**config.mk**
```make
export PLATFORM = sky130hd
export DESIGN_NAME = hdmi_cfg_seq
export DESIGN_NICKNAME = d
export VERILOG_FILES = /design/src/rtl/hdmi_cfg_pkg.sv /design/src/rtl/hdmi_cfg_rom.sv /design/src/rtl/hdmi_cfg_seq.sv
export SDC_FILE = /design/constraint.sdc
export NUM_CORES = 1
export LEC_CHECK = 0
export BUFFER_PORTS_ARGS = -buffer_cell sky130_fd_sc_hd__buf_2
export CORE_ASPECT_RATIO = 0.9
export CORE_MARGIN = 2
export CORE_UTILIZATION = 50
export DETAILED_ROUTE_END_ITERATION = 10
export HOLD_SLACK_MARGIN = 0.06
export PLACE_DENSITY = 0.81
export SYNTH_ARGS = -nofsm -noshare
export SYNTH_HDL_FRONTEND = slang
export SYNTH_SLANG_ARGS = --single-unit
export TNS_END_PERCENT = 30
```
**constraint.sdc**
```tcl
create_clock -name CLK -period 2.3 [get_ports CLK]
set_input_delay 0 -clock CLK [delete_from_list [all_inputs] [get_ports CLK]]
set_output_delay 0 -clock CLK [all_outputs]
set_load 0.01 [all_outputs]
```
**src/rtl/hdmi_cfg_pkg.sv**
```systemverilog
// Shared types, constants, the register table and the bus-level decode
// for the HDMI transmitter configuration sequencer.
package hdmi_cfg_pkg;

   // Sequencer states.
   typedef enum logic [2:0] {
      IDLE,
      START_C,
      SEND_BIT,
      ACK_BIT,
      STOP_C,
      GAP,
      FIN,
      FAIL
   } state_t;

   // Quarter-bit phase within a bit slot (or within a start/stop/gap slot).
   typedef enum logic [1:0] {
      Q0 = 2'd0,
      Q1 = 2'd1,
      Q2 = 2'd2,
      Q3 = 2'd3
   } phase_t;

   // Line levels driven toward the board pins.
   typedef struct packed {
      logic scl;
      logic sda_oe;
   } bus_t;

   // Slot and frame geometry.
   localparam phase_t     LAST_PHASE   = Q3;   // final quarter of every slot
   localparam phase_t     SAMPLE_PHASE = Q2;   // SCL high, SDA stable
   localparam logic [2:0] LAST_BIT     = 3'd7; // bytes go out MSB first
   localparam logic [1:0] LAST_BYTE    = 2'd2; // address, register, data

   // Default transmitter setup: {register, value}.
   localparam logic [15:0] CFG_TABLE [16] = '{
      16'h41_10,  // power up
      16'h98_03,  // fixed
      16'h9A_E0,  // fixed
      16'h9C_30,  // fixed
      16'h9D_61,  // fixed
      16'hA2_A4,  // fixed
      16'hA3_A4,  // fixed
      16'hE0_D0,  // fixed
      16'hF9_00,  // fixed
      16'h15_00,  // input id: 24-bit RGB 4:4:4
      16'h16_30,  // 8 bits per colour
      16'h17_02,  // 16:9 aspect
      16'h18_46,  // colour space converter off
      16'hAF_06,  // HDMI mode
      16'h40_80,  // general control packet enable
      16'hD6_C0   // HPD always high
   };

   // SCL / SDA levels for a given state, phase and outgoing data bit.
   function automatic bus_t drive_lines(input state_t st, input phase_t ph,
                                        input logic data_bit);
      bus_t b;
      b.scl    = 1'b1;
      b.sda_oe = 1'b0;
      case (st)
         START_C: begin
            // SDA falls while SCL is high, then SCL drops.
            b.scl    = (ph != Q3);
            b.sda_oe = (ph == Q2) || (ph == Q3);
         end
         SEND_BIT: begin
            b.scl    = (ph == Q1) || (ph == Q2);
            b.sda_oe = ~data_bit;
         end
         ACK_BIT: begin
            b.scl    = (ph == Q1) || (ph == Q2);
            b.sda_oe = 1'b0;
         end
         STOP_C: begin
            // SDA held low across the SCL rise, released while SCL is high.
            b.scl    = (ph != Q0);
            b.sda_oe = (ph == Q0) || (ph == Q1);
         end
         default: begin
            b.scl    = 1'b1;
            b.sda_oe = 1'b0;
         end
      endcase
      return b;
   endfunction

endpackage

```
**src/rtl/hdmi_cfg_rom.sv**
```systemverilog
// Register table lookup: 6-bit entry index in, {register, value} out.
module hdmi_cfg_rom (
   input  logic [5:0]  addr,
   output logic [15:0] entry
);
   import hdmi_cfg_pkg::*;

   // Combinational table read; indices past the table return zero.
   always_comb begin
      case (addr)
         6'd0:    entry = CFG_TABLE[0];
         6'd1:    entry = CFG_TABLE[1];
         6'd2:    entry = CFG_TABLE[2];
         6'd3:    entry = CFG_TABLE[3];
         6'd4:    entry = CFG_TABLE[4];
         6'd5:    entry = CFG_TABLE[5];
         6'd6:    entry = CFG_TABLE[6];
         6'd7:    entry = CFG_TABLE[7];
         6'd8:    entry = CFG_TABLE[8];
         6'd9:    entry = CFG_TABLE[9];
         6'd10:   entry = CFG_TABLE[10];
         6'd11:   entry = CFG_TABLE[11];
         6'd12:   entry = CFG_TABLE[12];
         6'd13:   entry = CFG_TABLE[13];
         6'd14:   entry = CFG_TABLE[14];
         6'd15:   entry = CFG_TABLE[15];
         default: entry = 16'h0000;
      endcase
   end

endmodule

```
**src/rtl/hdmi_cfg_seq.sv**
```systemverilog
// HDMI transmitter configuration sequencer: writes each table entry to the
// transmitter as an I2C frame, retries NACKed entries, reports DONE / ERR.
module hdmi_cfg_seq #(
   parameter logic [6:0] DEV_ADDR   = 7'h39,
   parameter int         NUM_REGS   = 16,
   parameter int         MAX_RETRY  = 3,
   parameter bit         AUTO_START = 1'b1
) (
   input  logic       CLK,
   input  logic       RST,
   input  logic       TICK,
   input  logic       START,
   input  logic       SDA_IN,
   output logic       SCL_OUT,
   output logic       SDA_OE,
   output logic       BUSY,
   output logic       DONE,
   output logic       ERR,
   output logic [5:0] ERR_IDX
);
   import hdmi_cfg_pkg::*;

   localparam logic [5:0] LAST_IDX    = 6'(NUM_REGS - 1);
   localparam logic [3:0] RETRY_LIMIT = 4'(MAX_RETRY);

   state_t      state_q, state_d;
   phase_t      phase_q, phase_d;
   logic [2:0]  bit_q, bit_d;
   logic [1:0]  byte_q, byte_d;
   logic [7:0]  shift_q, shift_d;
   logic [5:0]  idx_q, idx_d;
   logic [3:0]  retry_q, retry_d;
   logic        nack_q, nack_d;     // last ACK slot saw a NACK
   logic        pend_q, pend_d;     // start request waiting for a tick
   logic        busy_q, busy_d;
   logic        done_q, done_d;
   logic        err_q, err_d;
   logic [5:0]  err_idx_q, err_idx_d;
   logic        scl_q, scl_d;
   logic        sda_oe_q, sda_oe_d;
   logic [15:0] entry;
   bus_t        lines;

   hdmi_cfg_rom u_rom (
      .addr  (idx_q),
      .entry (entry)
   );

   // Next-state, counter and line-level decode; advances only on TICK.
   // NOTE: every signal gets its hold value first so no path infers a latch.
   always_comb begin
      state_d   = state_q;
      phase_d   = phase_q;
      bit_d     = bit_q;
      byte_d    = byte_q;
      shift_d   = shift_q;
      idx_d     = idx_q;
      retry_d   = retry_q;
      nack_d    = nack_q;
      pend_d    = pend_q;
      busy_d    = busy_q;
      done_d    = done_q;
      err_d     = err_q;
      err_idx_d = err_idx_q;

      // START is only honoured while no sequence is running.
      if (START && !busy_q) begin
         pend_d = 1'b1;
      end

      if (TICK) begin
         phase_d = phase_t'(phase_q + 2'd1);
         case (state_q)
            IDLE: begin
               phase_d = Q0;
               if (pend_q || START) begin
                  state_d = START_C;
                  pend_d  = 1'b0;
                  busy_d  = 1'b1;
                  done_d  = 1'b0;
                  err_d   = 1'b0;
                  idx_d   = 6'd0;
                  retry_d = 4'd0;
                  nack_d  = 1'b0;
               end
            end

            START_C: begin
               if (phase_q == LAST_PHASE) begin
                  state_d = SEND_BIT;
                  bit_d   = 3'd0;
                  byte_d  = 2'd0;
                  shift_d = {DEV_ADDR, 1'b0};
               end
            end

            SEND_BIT: begin
               if (phase_q == LAST_PHASE) begin
                  if (bit_q == LAST_BIT) begin
                     state_d = ACK_BIT;
                  end else begin
                     bit_d   = bit_q + 3'd1;
                     shift_d = {shift_q[6:0], 1'b0};
                  end
               end
            end

            ACK_BIT: begin
               if (phase_q == SAMPLE_PHASE) begin
                  nack_d = SDA_IN;
               end
               if (phase_q == LAST_PHASE) begin
                  if (nack_q || (byte_q == LAST_BYTE)) begin
                     state_d = STOP_C;
                  end else begin
                     state_d = SEND_BIT;
                     bit_d   = 3'd0;
                     byte_d  = byte_q + 2'd1;
                     shift_d = (byte_q == 2'd0) ? entry[15:8] : entry[7:0];
                  end
               end
            end

            STOP_C: begin
               if (phase_q == LAST_PHASE) begin
                  if (nack_q && (retry_q == RETRY_LIMIT)) begin
                     state_d   = FAIL;
                     busy_d    = 1'b0;
                     err_d     = 1'b1;
                     err_idx_d = idx_q;
                  end else begin
                     state_d = GAP;
                  end
               end
            end

            GAP: begin
               if (phase_q == LAST_PHASE) begin
                  if (nack_q) begin
                     // Same entry again.
                     state_d = START_C;
                     retry_d = retry_q + 4'd1;
                  end else if (idx_q == LAST_IDX) begin
                     state_d = FIN;
                     busy_d  = 1'b0;
                     done_d  = 1'b1;
                  end else begin
                     state_d = START_C;
                     idx_d   = idx_q + 6'd1;
                     retry_d = 4'd0;
                  end
               end
            end

            FIN, FAIL: begin
               phase_d = Q0;
               state_d = IDLE;
            end

            default: begin
               phase_d = Q0;
               state_d = IDLE;
            end
         endcase
      end

      lines    = drive_lines(state_d, phase_d, shift_d[7]);
      scl_d    = lines.scl;
      sda_oe_d = lines.sda_oe;
   end

   // State and registered outputs; reset releases the bus immediately.
   // NOTE: sequential state uses non-blocking assignments so every register
   // samples the pre-edge values of the others.
   always_ff @(posedge CLK or posedge RST) begin
      if (RST) begin
         state_q   <= IDLE;
         phase_q   <= Q0;
         bit_q     <= 3'd0;
         byte_q    <= 2'd0;
         shift_q   <= 8'h00;
         idx_q     <= 6'd0;
         retry_q   <= 4'd0;
         nack_q    <= 1'b0;
         pend_q    <= AUTO_START;
         busy_q    <= 1'b0;
         done_q    <= 1'b0;
         err_q     <= 1'b0;
         err_idx_q <= 6'd0;
         scl_q     <= 1'b1;
         sda_oe_q  <= 1'b0;
      end else begin
         state_q   <= state_d;
         phase_q   <= phase_d;
         bit_q     <= bit_d;
         byte_q    <= byte_d;
         shift_q   <= shift_d;
         idx_q     <= idx_d;
         retry_q   <= retry_d;
         nack_q    <= nack_d;
         pend_q    <= pend_d;
         busy_q    <= busy_d;
         done_q    <= done_d;
         err_q     <= err_d;
         err_idx_q <= err_idx_d;
         scl_q     <= scl_d;
         sda_oe_q  <= sda_oe_d;
      end
   end

   assign SCL_OUT = scl_q;
   assign SDA_OE  = sda_oe_q;
   assign BUSY    = busy_q;
   assign DONE    = done_q;
   assign ERR     = err_q;
   assign ERR_IDX = err_idx_q;

endmodule

```
# After elaboration in Yosys (flattened, before gate mapping)
# Memories as Yosys holds them, arrays and structs flattened.
# Index checks and enable logic that the tools add are counted.
# op_classes
n_addsub	5
n_eq_ne	35
n_mux	66
bitwise	1
n_reduce_logical	30
# ops
op	count
2-to-1 mux 8 bit	7
2-to-1 mux 3 bit	16
!= test 2 bit (second input constant)	14
2-to-1 mux 6 bit	4
case mux 8 bit (3 select lines)	1
case mux 3 bit (7 select lines)	1
== test 3 bit (second input constant)	6
2-to-1 mux 1 bit	17
2-to-1 mux 16 bit	1
2-to-1 mux 4 bit	4
AND reduction 5 bit	3
== test 3 x 2 -> 1 bit (second input constant)	4
2-to-1 mux 2 bit	6
case mux 6 bit (2 select lines)	1
AND reduction 6 bit	2
== test 2 bit (second input constant)	5
nonzero test 2 bit	5
case mux 3 bit (3 select lines)	1
case mux 2 bit (4 select lines)	1
case mux 4 bit (2 select lines)	1
AND reduction 4 bit	2
AND reduction 8 bit	1
AND reduction 7 bit	1
adder 6 x 1 -> 6 bit (second input constant)	1
20 further kinds	32
# totals
ff_bits	41
mem_bits_ro	240
inputBits	5
output_inout_bits	11
n_memories	1
# memory_table
memory	depth	width	rd	rd_ports_with_merged_regs	write_ports	line_no	source
(no name shown)	16	15	1	0	0	hdmi_cfg_rom.sv:10	case (addr)

# Depth between registers and ports, before layout
# Gate-level depths: netlist of the first run.
# depth
word_depth	9
ltp_mapped	11
mapped_depth_nobuf	10

# Hierarchy
# Synthesis of the first run repeated with hierarchy kept, for this count alone.
# unflattened
hier_cells	328
hier_area_um2	2881.5
# modules_own_cells
module	instances	cells_each	area_per_inst_um2	seq_area_each_um2
hdmi_cfg_seq	1	256	2433.6	1028.5
hdmi_cfg_rom	1	72	447.9	0.0

# Worst setup path before layout of the first run
# OpenSTA, ideal clock, no wires.
# synth_timing
path_type	register to register
startpoint	register idx_q[1]
endpoint	register sda_oe_q, in the netlist SDA_OE
setup_time_ns	0.080
arrival_time_ns	2.155
slack_ns	0.065
path_stages_with_launch	8
n_path_buf	0
cell_sequence	dfrtp_1 > ha_1 > nand3_2 > or4_4 > a21oi_2 > o32ai_2 > or4_4 > o211ai_2
# synth_lines
item	line_no	source
from (decl)	hdmi_cfg_seq.sv:31	logic [5:0] idx_q, idx_d;
from (signal assigned)	hdmi_cfg_seq.sv:198	idx_q <= idx_d;
to (signal assigned)	hdmi_cfg_seq.sv:207	sda_oe_q <= sda_oe_d;
to (decl)	hdmi_cfg_seq.sv:40	logic sda_oe_q, sda_oe_d;

==> results.md, run 1 <==
* Post-route setup slack at 0.0658 ns
* Unrepaired setup endpoints after global routing: no
* I/O pins at 16
* Worst path most repeated cell: or4_4
* Tcrit/Tclk final at ~97%
* Reg clk slew, reported paths at ~0.08 ns
* Share of cells above drive strength 1 at roughly 20%
* Synth top area cells: dfrtp_1 (35%), ha_1 (8.1%), a21oi_1 (5.0%)
* CORE AREA at 0.00532 sq mm
* PD cells at roughly 1000 mW/mm^2
* Clk_lat worst skew at between 0.2 and 0.3 ns
* Hold_sp: TICK
* Final period demand of the worst path at 2.23 ns
* IO buf count at 15
* Seq cells post-synth at 41
* Rel. slew slack at between 30% and 40%
* TNS Setup at 0 ns
* Hold Crit Class: in -> reg
* Die Area at just over 0.006 sq mm
* Main synth FF type: dfrtp_1
* Inserted Diodes at 0
* GP Congestion at around 0.91
* Yosys warns at 0
* Count leader, synth: dfrtp_1
* Clock Tree Buf Depth at 2
* Overall Power at 3370 uW
* Startpoint Class: flip-flop
* Grt ovf at 0
* Starting DRC count in detailed routing at around 210
* Largest area contributor in the netlist: dfrtp_1
* Max-cap viol count at 0
* Mapped cell area at about 0.0028 sq mm
* Max incr delay on CP at about 0.47 ns
* Async SR Flop Fraction at between 90% and 100%
* Max H-tree Level at 2
* Seq/Total Area, Yosys at between 30% and 40%
* Die height at 74.7 um
* Nets at around 380
* Slowest cell on crit path: or4_4
* Synth top cells by count: dfrtp_1 (39), nand2_1 (33), nor2_1 (31)
* Yosys top cell area share at between 30% and 40%
* FP Rows at 25
* Syn nets at 342
* Post-Route Skew at 0.00554 ns
* Initial Util at 52.2%
* Final Hold Vio Count at 0
* Drt pass-1 iters at 4
* Pre-CTS WS at just under 0.08 ns
* Final ANT Viol Nets at 0
* Vias per inst at approximately 5.9
* Crit path from: idx_q[0]
* Initial antenna violation count at 0
* WL per Instance at between 10 and 15 um
* Tot GR Track Use at roughly 22%
* Crit path DAT at 2.44 ns
* Overall routed net length at 6.20 mm
* Max FO, Critical Path at 4
* CTS tree: yes
* First-pass GRT wire length at 10.4 mm
* Clock tree root driver cell: clkbuf_8
* Final setup viols at 0
* Worst-Margin Slew at around 0.94 ns
* Max Clock Freq at approximately 450 MHz
* Routed via count at around 2500
* Cells after Synth at between 300 and 400
* Sinks on Clock Net at slightly above 40
* Final Max Tran Viols at 0
* Largest net degree at the start of global routing at 25
* Vias in the first global route at between 2000 and 2500
* Dpl hpwl at about 4.7 mm
* Crit-path cells: ha_2, nand3_2, or4_4, a21oi_1, o22a_2, inv_2, or4_4, o211ai_2
* Syn_area_per_cell at approximately 8.7 sq um
* Worst path required time at between 2 and 3 ns
* CTS Buf Count at 5
* Die X at 82.6 um
* Worst VDD drop at ~0.6 mV
* P_leak at roughly 0.0015 uW
* Area delta synth->final at 15.7%
* Drt drc at 0
* Status: finished, final reports clean
* Worst setup EP type: flip-flop
* Kind of critical path: reg -> reg
* Yosys cell types at 64
* Worst reg2reg startpoint: idx_q[0]
* Post-synth EDFFs at 0
## worst max-delay path: cells and delay by family, from the launching register on
family	cells	cell delay, ns
compound gates	3	0.43
fa+ha+maj	1	0.21
buf+inv	1	0.05
flops	1	0.39
simple gates	3	1.06
## flip-flops by register name, indices dropped and copies added, names as in the netlist
signal / cells
SDA_OE: 1
bit_q: 3
shift_q: 8
phase_q: 2
DONE: 1
nack_q: 1
BUSY: 1
ERR_IDX: 6
retry_q: 4
pend_q: 1
ERR: 1
byte_q: 2
SCL_OUT: 1
idx_q: 6
state_q: 3
## per-layer routing
metal | up-vias | track usage [%] | routed length (um)
met5 | - | 0 | 0
met4 | 0 | 8.20 | 123
met3 | 15 | 4.32 | 379
met2 | 86 | 31.9 | 2830
met1 | 1166 | 32.2 | 2870
li1 | 1211 | - | -
## what timing repair did
item                                    in CTS  in global routing
endpoints found under the hold margin       23                  0
endpoints found under the setup margin       0                  1
buffers inserted                             0                  1
gates resized for setup                      0                  4
hold buffers                                 3                  0
## cell type report
cell class,instances,area [sq um]
Clock buffer,8,90.1
Fill cell,467,2100
Inverter,22,82.6
Multi-Input combinational cell,238,1590
Sequential cell,41,1030
Tap cell,67,83.8
Timing Repair Buffer,47,335
## cell families (layout without fill, tap and decap cells)
| family | count (synthesis) | in the layout | synth area share [%] |
|---|---|---|---|
| simple gates | 113 | 113 | 19.9 |
| compound gates | 89 | 89 | 21.4 |
| flops | 41 | 41 | 37.0 |
| buf+inv | 40 | 77 | 6.17 |
| fa+ha+maj | 18 | 18 | 8.11 |
| mux | 11 | 11 | 5.23 |
| xor+xnor | 7 | 7 | 2.21 |
## placed cells by master (no fill, tap or decap), drive strengths merged, types with 2 or more instances in the layout
| cell type | count |
|---|---|
| a221oi | 3 |
| xor2 | 2 |
| a31oi | 2 |
| mux2 | 5 |
| buf | 44 |
| a32o | 2 |
| inv | 21 |
| xnor2 | 5 |
| a211oi | 6 |
| and3 | 3 |
| or2 | 4 |
| clkbuf | 8 |
| nand4 | 4 |
| nand3 | 10 |
| and2 | 3 |
| nand2b | 3 |
| nor2b | 7 |
| mux2i | 4 |
| nor3b | 2 |
| nor2 | 31 |
| nand2 | 33 |
| o311ai | 2 |
| nor3 | 6 |
| mux4 | 2 |
| ha | 18 |
| dfstp | 2 |
| dlygate4sd3 | 3 |
| a21oi | 29 |
| or4 | 2 |
| o22ai | 3 |
| o21ai | 20 |
| o211ai | 2 |
| dfrtp | 39 |
| nand3b | 2 |
| o21a | 2 |
## path summary, 6_finish.rpt
| check | endpoint | slack (ns) | cells past startpoint |
|---|---|---|---|
| min reg2reg | byte_q[0] | 0.47 | 1 |
| min in group asynchronous | byte_q[0] | 0.47 | 3 |
| max reg2reg | SDA_OE | 0.07 | 8 |
| max in group asynchronous | pend_q | 1.07 | 4 |
| max | SDA_OE | 0.07 | 8 |
| min | nack_q | 0.18 | 3 |
## stage by stage
stage	hold WS (ns)	util (%)	instances	cell area, sq um
after floorplan	0.145	-	319	2780
after global placement	0.250	57.7	411	3070
after detailed placement	0.259	57.7	411	3070
after CTS	0.158	60.0	422	3190
after global routing	0.209	60.4	423	3210
final	0.178	60.4	423	3210
## power breakdown
part | internal (uW) | switching (uW) | leakage, uW
sequential | 937 | 171 | 0.000534
clock | 245 | 231 | 0.0000455
combinational | 765 | 1020 | 0.000902
(Power assumes the default switching activity.)
==> run 2: changes to the inputs <==
--- a/config.mk
+++ b/config.mk
@@ -12,6 +12,7 @@
 export DETAILED_ROUTE_END_ITERATION = 10
 export HOLD_SLACK_MARGIN = 0.06
 export PLACE_DENSITY = 0.81
+export SETUP_SLACK_MARGIN = 0.1
 export SYNTH_ARGS = -nofsm -noshare
 export SYNTH_HDL_FRONTEND = slang
 export SYNTH_SLANG_ARGS = --single-unit
==> run 2 against run 1 <==
Via count shrank 0.40%. Sequential power is essentially flat. Die area is the same. Global-route usage grew 0.30 points. Cell area grew 0.19%. Critical path depth is the same. Total power grew 1.2%. Flip-flop and latch count is the same. Sequential share of layout area grew 0.054 points. Non-clock buffer count grew 2. Largest power group unchanged.
==> results.md, run 2 (synthesis results as in run 1) <==
* Reg clk slew, reported paths at 0.07 ns
* Vias per inst at between 5 and 6
* FP Rows at 25
* Hold WS at 0.158 ns
* CTS Buf Count at 5
* Crit-path cells: ha_1, ha_1, nor2b_1, o21ai_0, a21bo_2, a221o_1, or4_4, o211ai_2
* Drt drc at 0
* CTS tree: yes
* Final setup viols at 0
* Max incr delay on CP at about 0.43 ns
* Hold Crit Class: in -> reg
* Max H-tree Level at 2
* First-pass GRT wire length at about 10 mm
* Nets at 380
* Share of cells above drive strength 1 at between 20% and 30%
* Rel. slew slack at between 30% and 40%
* Initial Util at 52.2%
* Crit path from: bit_q[0]
* Final Hold Vio Count at 0
* Worst path required time at around 2.5 ns
* Worst-Margin Slew at 0.934 ns
* Die X at ~83 um
* Most common cell after layout, fill and taps aside: dfrtp_1
* Sw Ratio at between 40% and 50%
* Grt ovf at 0
* Max Clock Freq at 454 MHz
* Tcrit/Tclk final at a little over nine tenths
* I/O pins at 16
* Drt pass-1 iters at 5
* Final ANT Viol Nets at 0
* Worst VDD drop at ~0.6 mV
* Largest net degree at the start of global routing at 26
* Number of flip-flops in the largest register at 8
* Clock tree root driver cell: clkbuf_8
* Area delta synth->final at 15.9%
* Worst path most repeated cell: ha_1
* M3 GR Usage at approximately 3.6%
* Final period demand of the worst path at 2.20 ns
* Kind of critical path: reg -> reg
* Pint at ~1900 uW
* Clock Tree Buf Depth at 2
* Clock share of power at between 10 and 15%
* GP Congestion at roughly 0.94
* Area after DPL at between 0.003 and 0.004 sq mm
* Vias in the first global route at 2223
* Post-Route Skew at about 0.0083 ns
* Dpl hpwl at ~4.6 mm
* Starting DRC count in detailed routing at between 200 and 250
* Met1 Use GR at between 30% and 40%
* Gate power share at ~53%
* Startpoint Class: flip-flop
* IO buf count at 15
* Max FO, Critical Path at 3
* Routed via count at 2468
* Seq pwr share at between 30 and 40%
* Die height at approximately 75 um
* WL per Instance at around 15 um
* Inserted Diodes at 0
* Sw Pwr at about 1500 uW
* Tot GR Track Use at 22.1%
* CORE AREA at between 0.005 and 0.006 sq mm
* Max-cap viol count at 0
* Most frequent cells in the layout: dfrtp_1 (36), nand2_1 (33), nor2_1 (31), buf_4 (31), a21oi_1 (27)
* PD cells at about 1100 mW/mm^2
* P_leak at between 0.001 and 0.0015 uW
* GR peak layer: met2
* Die Area at 0.00617 sq mm
* Unrepaired setup endpoints after global routing: yes
* Worst reg2reg startpoint: bit_q[0]
* Crit path DAT at approximately 2.4 ns
* TNS Setup at 0 ns
* Clk_lat worst skew at 0.30 ns
* Final Max Tran Viols at 0
* Met2 Use GR at 34.3%
* Worst setup EP type: flip-flop
* Slowest cell on crit path: or4_4
* Post-route cell area at between 0.003 and 0.004 sq mm
* Largest Register: shift_q
* Hold_sp: TICK
* Initial antenna violation count at 0
* Overall routed net length at around 6.2 mm
* Sinks on Clock Net at approximately 40
* Status: finished, final reports clean
[run 2: changes by cell type in the layout (fill, tap and decap cells not counted), sizes merged]
cell      change
clkbuf        -3
clkinv        +2
buf           +2
clkinvlp      +1
[run 2: path summary, 6_finish.rpt]
kind	to	slack [ns]	depth (start not counted)
max in group asynchronous	pend_q	1.09	4
setup reg to reg	SDA_OE	0.1	8
hold / removal	nack_q	0.16	3
hold reg to reg	byte_q[0]	0.47	1
min in group asynchronous	shift_q[2]	0.45	3
setup / recovery	SDA_OE	0.1	8
[run 2: final cells by class]
class / count / area (sq um)
inverter: 22 / 82.6
multi-input combinational: 238 / 1600
timing repair buffer: 49 / 338
clock buffer: 5 / 68.8
fill: 453 / 2100
clock inverter: 3 / 17.5
sequential: 41 / 1030
tap: 67 / 83.8
[run 2: worst max-delay path: cells and delay by family (launching register included)]
family	cells	cell delay (ns)
AOI/OAI and AO/OA	4	0.73
adders and majority gates	2	0.43
DFF	1	0.39
and+or+nand+nor	2	0.57
[run 2: per-layer routing]
| metal | vias to the layer above | part of all wire (%) |
|---|---|---|
| li1 | 1213 | - |
| met1 | 1149 | 46 |
| met2 | 90 | 46 |
| met3 | 16 | 6.1 |
| met4 | 0 | 2.1 |
| met5 | - | 0 |
[run 2: power by group through the flow]
| stage | registers, uW | clock network, uW | logic (uW) |
|---|---|---|---|
| after floorplan | 1100 | 0 | 1190 |
| after global placement | 1140 | 0 | 1640 |
| after detailed placement | 1150 | 0 | 1700 |
| after CTS | 1130 | 473 | 1750 |
| after global routing | 1170 | 494 | 2020 |
| final | 1140 | 459 | 1820 |
[run 2: per-stage QoR]
stage          total power (uW)  worst slack, ns  utilization [%]  std cells
4_1_cts                    3360            0.105             60.0        424
3_3_place_gp               2780            0.174             57.6        411
5_1_grt                    3680           0.0387             60.6        425
6_report                   3420           0.0991             60.6        425
3_5_place_dp               2850            0.105             57.6        411
2_1_floorplan              2290            0.136                -        319
[run 2: repair_timing]
action	4_1_cts	5_1_grt
resized for setup	0	6
hold buffers	3	0
setup buffers	2	1
pin swaps	0	2
endpoints found under the hold margin	24	0
setup endpoints to repair	1	2
